[config.mk]
export PLATFORM = sky130hd
export DESIGN_NAME = pc_unit
export DESIGN_NICKNAME = d
export VERILOG_FILES = /design/src/rtl/pc_unit.sv
export SDC_FILE = /design/constraint.sdc
export NUM_CORES = 1
export LEC_CHECK = 0
export ABC_AREA = 0
export CAP_MARGIN = 40
export CORE_AREA = 5 5 125 127
export CTS_CLUSTER_DIAMETER = 60
export DETAILED_ROUTE_END_ITERATION = 8
export DIE_AREA = 0 0 130 132
export GPL_ROUTABILITY_DRIVEN = 0
export PLACE_DENSITY = 0.72
export RECOVER_POWER = 100
export SYNTH_ARGS = -nofsm -noshare
export SYNTH_HDL_FRONTEND = slang
export SYNTH_SLANG_ARGS = --single-unit
[constraint.sdc]
create_clock -name clk -period 2.4 [get_ports clk]
set_input_delay 0.48 -clock clk [delete_from_list [all_inputs] [get_ports clk]]
set_output_delay 0.48 -clock clk [all_outputs]
set_load 0.01 [all_outputs]
[src/rtl/pc_unit.sv]
// Program counter unit: BOOT/RUN/HALTED fetch-address generator with trap/redirect
// priority, a single pending-target slot and forced target alignment.
module pc_unit #(
  parameter int unsigned     XLEN         = 32,
  parameter logic [XLEN-1:0] RESET_VECTOR = '0,
  parameter logic [XLEN-1:0] INC          = XLEN'(4),
  parameter int unsigned     ALIGN_BITS   = 2
) (
  input  logic            clk,
  input  logic            reset,
  input  logic            stall,
  input  logic            redirect_valid,
  input  logic [XLEN-1:0] redirect_target,
  input  logic            trap_valid,
  input  logic [XLEN-1:0] trap_vector,
  input  logic            halt,
  input  logic            imem_ready,
  output logic [XLEN-1:0] pc_out,
  output logic            pc_valid,
  output logic [XLEN-1:0] pc_next_seq,
  output logic            misalign
);

  localparam logic [1:0] ST_BOOT   = 2'd0;
  localparam logic [1:0] ST_RUN    = 2'd1;
  localparam logic [1:0] ST_HALTED = 2'd2;

  function automatic logic [XLEN-1:0] align_mask();
    logic [XLEN-1:0] m;
    m = '1;
    return m << ALIGN_BITS;
  endfunction

  function automatic logic [XLEN-1:0] align_addr(input logic [XLEN-1:0] a);
    return a & align_mask();
  endfunction

  function automatic logic is_misaligned(input logic [XLEN-1:0] a);
    return (a & ~align_mask()) != '0;
  endfunction

  logic [1:0]      state_r, state_s;
  logic [XLEN-1:0] pc_r, pc_s;
  logic            valid_r, valid_s;
  logic            misalign_r, misalign_s;
  logic            pend_valid_r, pend_valid_s;
  logic            pend_trap_r, pend_trap_s;
  logic [XLEN-1:0] pend_target_r, pend_target_s;
  logic            accept_s;
  logic            apply_s;
  logic [XLEN-1:0] target_s;

  assign accept_s    = valid_r & imem_ready & ~stall;
  assign pc_next_seq = pc_r + INC;
  assign pc_out      = pc_r;
  assign pc_valid    = valid_r;
  assign misalign    = misalign_r;

  // Next-state, next-PC and pending-slot selection
  always_comb begin
    state_s       = state_r;
    pc_s          = pc_r;
    valid_s       = valid_r;
    misalign_s    = 1'b0;
    pend_valid_s  = pend_valid_r;
    pend_trap_s   = pend_trap_r;
    pend_target_s = pend_target_r;
    apply_s       = 1'b0;
    target_s      = '0;
    case (state_r)
      ST_BOOT: begin
        state_s      = ST_RUN;
        pc_s         = RESET_VECTOR;
        valid_s      = 1'b1;
        pend_valid_s = 1'b0;
        pend_trap_s  = 1'b0;
      end
      ST_RUN: begin
        if (accept_s) begin
          if (trap_valid) begin
            apply_s  = 1'b1;
            target_s = trap_vector;
          end else if (redirect_valid) begin
            apply_s  = 1'b1;
            target_s = redirect_target;
          end else if (pend_valid_r) begin
            apply_s  = 1'b1;
            target_s = pend_target_r;
          end else begin
            pc_s = pc_next_seq;
          end
          pend_valid_s = 1'b0;
          pend_trap_s  = 1'b0;
          if (halt) begin
            state_s = ST_HALTED;
            valid_s = 1'b0;
          end else begin
            state_s = ST_RUN;
          end
        end else if (trap_valid) begin
          pend_valid_s  = 1'b1;
          pend_trap_s   = 1'b1;
          pend_target_s = trap_vector;
        end else if (redirect_valid && !(pend_valid_r && pend_trap_r)) begin
          // A queued trap is never displaced by a later redirect
          pend_valid_s  = 1'b1;
          pend_trap_s   = 1'b0;
          pend_target_s = redirect_target;
        end else begin
          pend_valid_s = pend_valid_r;
        end
      end
      ST_HALTED: begin
        if (trap_valid) begin
          apply_s      = 1'b1;
          target_s     = trap_vector;
          state_s      = ST_RUN;
          valid_s      = 1'b1;
          pend_valid_s = 1'b0;
          pend_trap_s  = 1'b0;
        end else if (redirect_valid) begin
          apply_s  = 1'b1;
          target_s = redirect_target;
        end else if (!halt) begin
          state_s = ST_RUN;
          valid_s = 1'b1;
          if (pend_valid_r) begin
            apply_s      = 1'b1;
            target_s     = pend_target_r;
            pend_valid_s = 1'b0;
            pend_trap_s  = 1'b0;
          end else begin
            pc_s = pc_r;
          end
        end else begin
          state_s = ST_HALTED;
        end
      end
      default: begin
        state_s      = ST_BOOT;
        pc_s         = RESET_VECTOR;
        valid_s      = 1'b0;
        pend_valid_s = 1'b0;
        pend_trap_s  = 1'b0;
      end
    endcase
    if (apply_s) begin
      pc_s       = align_addr(target_s);
      misalign_s = is_misaligned(target_s);
    end else begin
      misalign_s = 1'b0;
    end
  end

  // State registers with asynchronous reset
  always_ff @(posedge clk or negedge reset) begin
    if (!reset) begin
      state_r       <= ST_BOOT;
      pc_r          <= RESET_VECTOR;
      valid_r       <= 1'b0;
      misalign_r    <= 1'b0;
      pend_valid_r  <= 1'b0;
      pend_trap_r   <= 1'b0;
      pend_target_r <= '0;
    end else begin
      state_r       <= state_s;
      pc_r          <= pc_s;
      valid_r       <= valid_s;
      misalign_r    <= misalign_s;
      pend_valid_r  <= pend_valid_s;
      pend_trap_r   <= pend_trap_s;
      pend_target_r <= pend_target_s;
    end
  end

endmodule

=== Word level (Yosys, flattened, before mapping) ===
Cells that the tools add are included.

* Register bits: 70
* Word-level logic and storage cells: 88
* Output and inout port bits: 66
* Bits of input ports: 71

* Add/subtract/negate cells: 1
* Bitwise operators: 4
* Muxes and demuxes: 51
* Reductions and logical operators: 12
* Equality and inequality tests: 13

{| class="wikitable"
|+ Operators by type and width
! kind !! number
|-
| 2-to-1 mux 32 bit || 14
|-
| case mux 32 bit (2 select lines) || 2
|-
| adder 32 x 3 -> 32 bit (second input constant) || 1
|-
| nonzero test 32 bit || 1
|-
| 2-to-1 mux 1 bit || 26
|-
| != test 3 bit (second input constant) || 7
|-
| 2-to-1 mux 2 bit || 4
|-
| AND reduction 4 bit || 2
|-
| != test 2 bit (second input constant) || 3
|-
| case mux 1 bit (2 select lines) || 3
|-
| case mux 2 bit (3 select lines) || 1
|-
| AND reduction 3 bit || 2
|-
| AND reduction 5 bit || 1
|-
| != test 4 bit (second input constant) || 1
|-
| case mux 1 bit (3 select lines) || 1
|-
| AND 1 bit || 2
|-
| == test 2 x 1 -> 1 bit (second input constant) || 1
|-
| == test 2 bit (second input constant) || 1
|-
| logical AND 1 bit || 2
|-
| logical NOT 2 bit || 1
|-
| NOT 1 bit || 2
|-
| AND reduction 2 bit || 1
|-
| nonzero test 2 bit || 1
|-
| logical NOT 1 bit || 1
|}

=== Logic depth before layout (Yosys ltp) ===
* Word-level depth: 7
* Depth in mapped cells: 10
* Depth with buffers taken out: 7

=== Worst setup path after synthesis ===
OpenSTA, ideal clock, no wires.

* Path kind: register to output
* Start: register pc_r[2], in the netlist pc_out[2]
* End: output pc_next_seq[24]
* Data arrival time: 1768 ps
* Slack: 152 ps
* Buffers on the path: 0
* Cell stages (with the launch flop): 6
* Data required time: 1920 ps
* Cell sequence: dfrtp_1 > ha_1 > nand4_4 > nor3_1 > nand3_1 > xnor2_1

* Cells in the longest elaborated chain, start to end: 1

{| class="wikitable"
|+ RTL lines
! element !! line !! text
|-
| start, declared || 43 || <nowiki>logic [XLEN-1:0] pc_r, pc_s;</nowiki>
|-
| start signal, assigned || 167 || <nowiki>pc_r <= pc_s;</nowiki>
|-
| adder 32 x 3 -> 32 bit || 54 || <nowiki>assign pc_next_seq = pc_r + INC;</nowiki>
|-
| end, declared || 20 || <nowiki>output logic [XLEN-1:0] pc_next_seq,</nowiki>
|}

No other way between the ends.

=== Worst setup path after layout ===
* Start: register pc_r[3], in the netlist pc_out[3]
* End: output pc_next_seq[31]

The elaborated chain is that of the path after synthesis.

==> results.json <==
{
  "combPwrFrac": 0.536,
  "r2r-end": "pc_out[27]",
  "yosysWarningCount": 0,
  "hold_path_class": "flip-flop to flip-flop",
  "violations": "max-capacitance violations, max-slew violations, negative setup slack",
  "drive_gt1_frac": 0.255,
  "htree_levels": 3,
  "cp_max_fo": 5,
  "synthCells": 586,
  "drt_iter0_markers": 486,
  "core_area_um2": 14300,
  "syn_avg_cell_area_um2": 8.41,
  "final_common_cell": "buf_4",
  "pwr-share-clk": 0.191,
  "drc": 0,
  "crit_path_end_kind": "output pin",
  "fin_setup_tns_ns": -0.246,
  "timing.reg2reg.setup_slack_ns": 0.22,
  "period_needed_ns": 2.46,
  "placed_area_um2": 7070,
  "diodes": 0,
  "design_area_um2": 7710,
  "vdd_drop_max_uv": 456,
  "seq_area_frac_synth": 0.345,
  "switching_share": 0.405,
  "slew_headroom": -0.219,
  "post-route-util": 0.539,
  "switching_power_mw": 2.91,
  "insertion_delay_ns": 0.34,
  "ys_seq_elements": 68,
  "finalHoldViolations": 0,
  "area_delta_synth_final_pct": 56.4,
  "worst_pin_slew_ns": 1.83,
  "hold_depth": 2,
  "synth_edf_count": 0,
  "worstPathArrival_ns": 1.98,
  "setup_violations": 7,
  "required_ns": 1.92,
  "synth_area_um2": 4930,
  "synth_ff_type": "dfrtp_1",
  "layout.nets": 878,
  "num_io_pins": 137,
  "clock_path_buffers": 2,
  "via_count": 5702,
  "antenna_found_initial": 0,
  "clock_skew_ns": 0.00809,
  "initial_core_util": 0.344,
  "ant_nets": 0,
  "final_cells": 991,
  "leakagePower_nw": 3.45,
  "die_w_um": 130,
  "row_count": 44,
  "portBuffers": 132,
  "clock-sinks": 68,
  "finalMaxSlewViolations": 69,
  "path_clk_slew_ns": 0.06,
  "p_seq_frac": 0.273,
  "r2r_start": "state_r[0]",
  "synth-async-reset-ratio": 1.00,
  "grt_overflow": 0,
  "die_h_um": 132,
  "cts_tree": "yes",
  "rsz0062_at_grt": "yes",
  "dieArea_um2": 17200,
  "p_int_mw": 4.28,
  "cts-root-buf": "clkbuf_16",
  "grt_pass1_wl_um": 29300,
  "post-place-ws_ns": -0.0899,
  "outcome": "complete, but fails checks",
  "viasPerCell": 5.75,
  "period_share": 1.03,
  "grt_max_degree": 69,
  "dp_cells": 947,
  "grt.total_usage": 0.213,
  "crit_type": "flip-flop to output pin",
  "layout_common_cells": "buf_4 (106), clkdlybuf4s50_1 (96), dfrtp_1 (67)",
  "maxCapViolations": 1,
  "cts_made_buffers": 9,
  "layout_setup_ws_ns": -0.0648,
  "hpwl_um": 13400,
  "post_drt_wl_per_cell_um": 19.2,
  "min-delay-start": "pend_target_r[5]",
  "grt_pass1_vias": 5637,
  "hold_end": "pend_target_r[5]",
  "firstDrtPassIters": 5,
  "synth.distinct_cells": 65,
  "wl_um": 19000,
  "ff2ff_path_depth": 9,
  "fmax_ghz": 0.406,
  "pwr_density_cell_nw_per_um2": 933,
  "cp-start-kind": "flip-flop"
}
synthesized netlist by cell type, types with 3 or more instances:
| cell | instances | area share |
|---|---|---|
| a2bb2oi_1 | 3 | 0.0053 |
| a31oi_1 | 22 | 0.028 |
| nand3_1 | 19 | 0.019 |
| o31ai_1 | 4 | 0.0061 |
| mux2i_1 | 28 | 0.057 |
| and3_1 | 5 | 0.0063 |
| nand3_2 | 4 | 0.0081 |
| dfrtp_1 | 68 | 0.35 |
| a22oi_1 | 10 | 0.015 |
| and2_1 | 3 | 0.0038 |
| xnor2_1 | 18 | 0.032 |
| a211oi_1 | 3 | 0.0046 |
| clkbuf_1 | 34 | 0.026 |
| buf_2 | 9 | 0.0091 |
| a21oi_1 | 46 | 0.047 |
| a221oi_1 | 5 | 0.0089 |
| or4_1 | 3 | 0.0046 |
| o31a_1 | 5 | 0.0089 |
| ha_1 | 5 | 0.013 |
| o21ai_1 | 3 | 0.0030 |
| o2bb2ai_1 | 22 | 0.039 |
| o211ai_1 | 6 | 0.0091 |
| o211a_1 | 3 | 0.0061 |
| o22ai_1 | 3 | 0.0038 |
| nand2b_1 | 9 | 0.011 |
| xor2_1 | 10 | 0.018 |
| buf_1 | 4 | 0.0030 |
| inv_1 | 10 | 0.0076 |
| nor3_1 | 9 | 0.0091 |
| nand4_1 | 7 | 0.0089 |
| a21boi_0 | 8 | 0.012 |
| or3_1 | 5 | 0.0063 |
| nor2_1 | 22 | 0.017 |
| nand2_1 | 60 | 0.046 |
| buf_4 | 6 | 0.0091 |
| o21ai_0 | 66 | 0.067 |
kinds of logic (layout without fill, tap and decap cells):
| kind of cell | count (synthesis) | in the layout | share of synthesized area |
|---|---|---|---|
| buf+inv | 64 | 282 | 0.0558 |
| flops | 68 | 68 | 0.345 |
| simple gates | 162 | 162 | 0.176 |
| compound gates | 229 | 229 | 0.301 |
| mux | 29 | 29 | 0.0591 |
| xor+xnor | 28 | 28 | 0.0497 |
| fa+ha+maj | 5 | 5 | 0.0127 |
| other cells | 1 | 4 | 0.000760 |
flip-flops by register name (all words and copies together) (netlist names):
name / cells
misalign: 1
pc_out: 30
pc_valid: 1
pend_target_r: 32
pend_trap_r: 1
pend_valid_r: 1
state_r: 2
what timing repair did:
item,CTS,global route
setup buffers,16,12
endpoints found under the setup margin,27,26
pin swaps,15,13
gates resized for setup,90,46
hold buffers,0,0
worst max-delay path, stage by stage (launching register included):
cell and delay (ns):
dfrtp_1 0.35, buf_4 0.12, buf_6 0.09, nand4_1 0.12, nor2_1 0.18, buf_6 0.15, buf_6 0.12, and4_4 0.23
xor2_1 0.15, buf_2 0.16
final cells by class:
cell class,instances,area (um2)
clock buffers,12,256
multi-input cells,457,3180
clock inverters,4,47.5
inverters,10,37.5
flip-flops and latches,68,1700
repair buffers,256,2260
fillers,1259,6600
well taps,184,230
power groups by stage:
stage               sequential (mW)  clock, mW  combinational (mW)
finish                         1.96       1.38                3.85
global route                   2.01       1.44                4.17
CTS                            1.95       1.38                3.79
detailed placement             1.96          0                3.80
global placement               1.92          0                3.70
floorplan                      2.01          0                1.77
per-layer routing:
layer	track usage	wire length [um]	part of all wire
met5	0	0	0
met2	0.328	8890	0.47
met4	0.0895	452	0.024
met1	0.296	8090	0.43
met3	0.0353	1580	0.083
how the worst max path moves through the flow:
stage / to / cells after the start / start
detailed placement: pc_out[11] / 8 / redirect_valid
global placement: pc_out[11] / 8 / redirect_valid
global route: pc_next_seq[29] / 10 / pc_out[3]
finish: pc_next_seq[31] / 9 / pc_out[3]
floorplan: pc_next_seq[24] / 5 / pc_out[2]
CTS: pc_next_seq[13] / 7 / pc_out[3]
metrics by stage:
step	power, mW	hold slack, ns
after floorplan	3.78	0.184
after global placement	5.62	0.462
after detailed placement	5.77	0.471
after CTS	7.12	0.184
after global routing	7.62	0.500
final	7.19	0.482
Power figures use the tool's default switching activity.
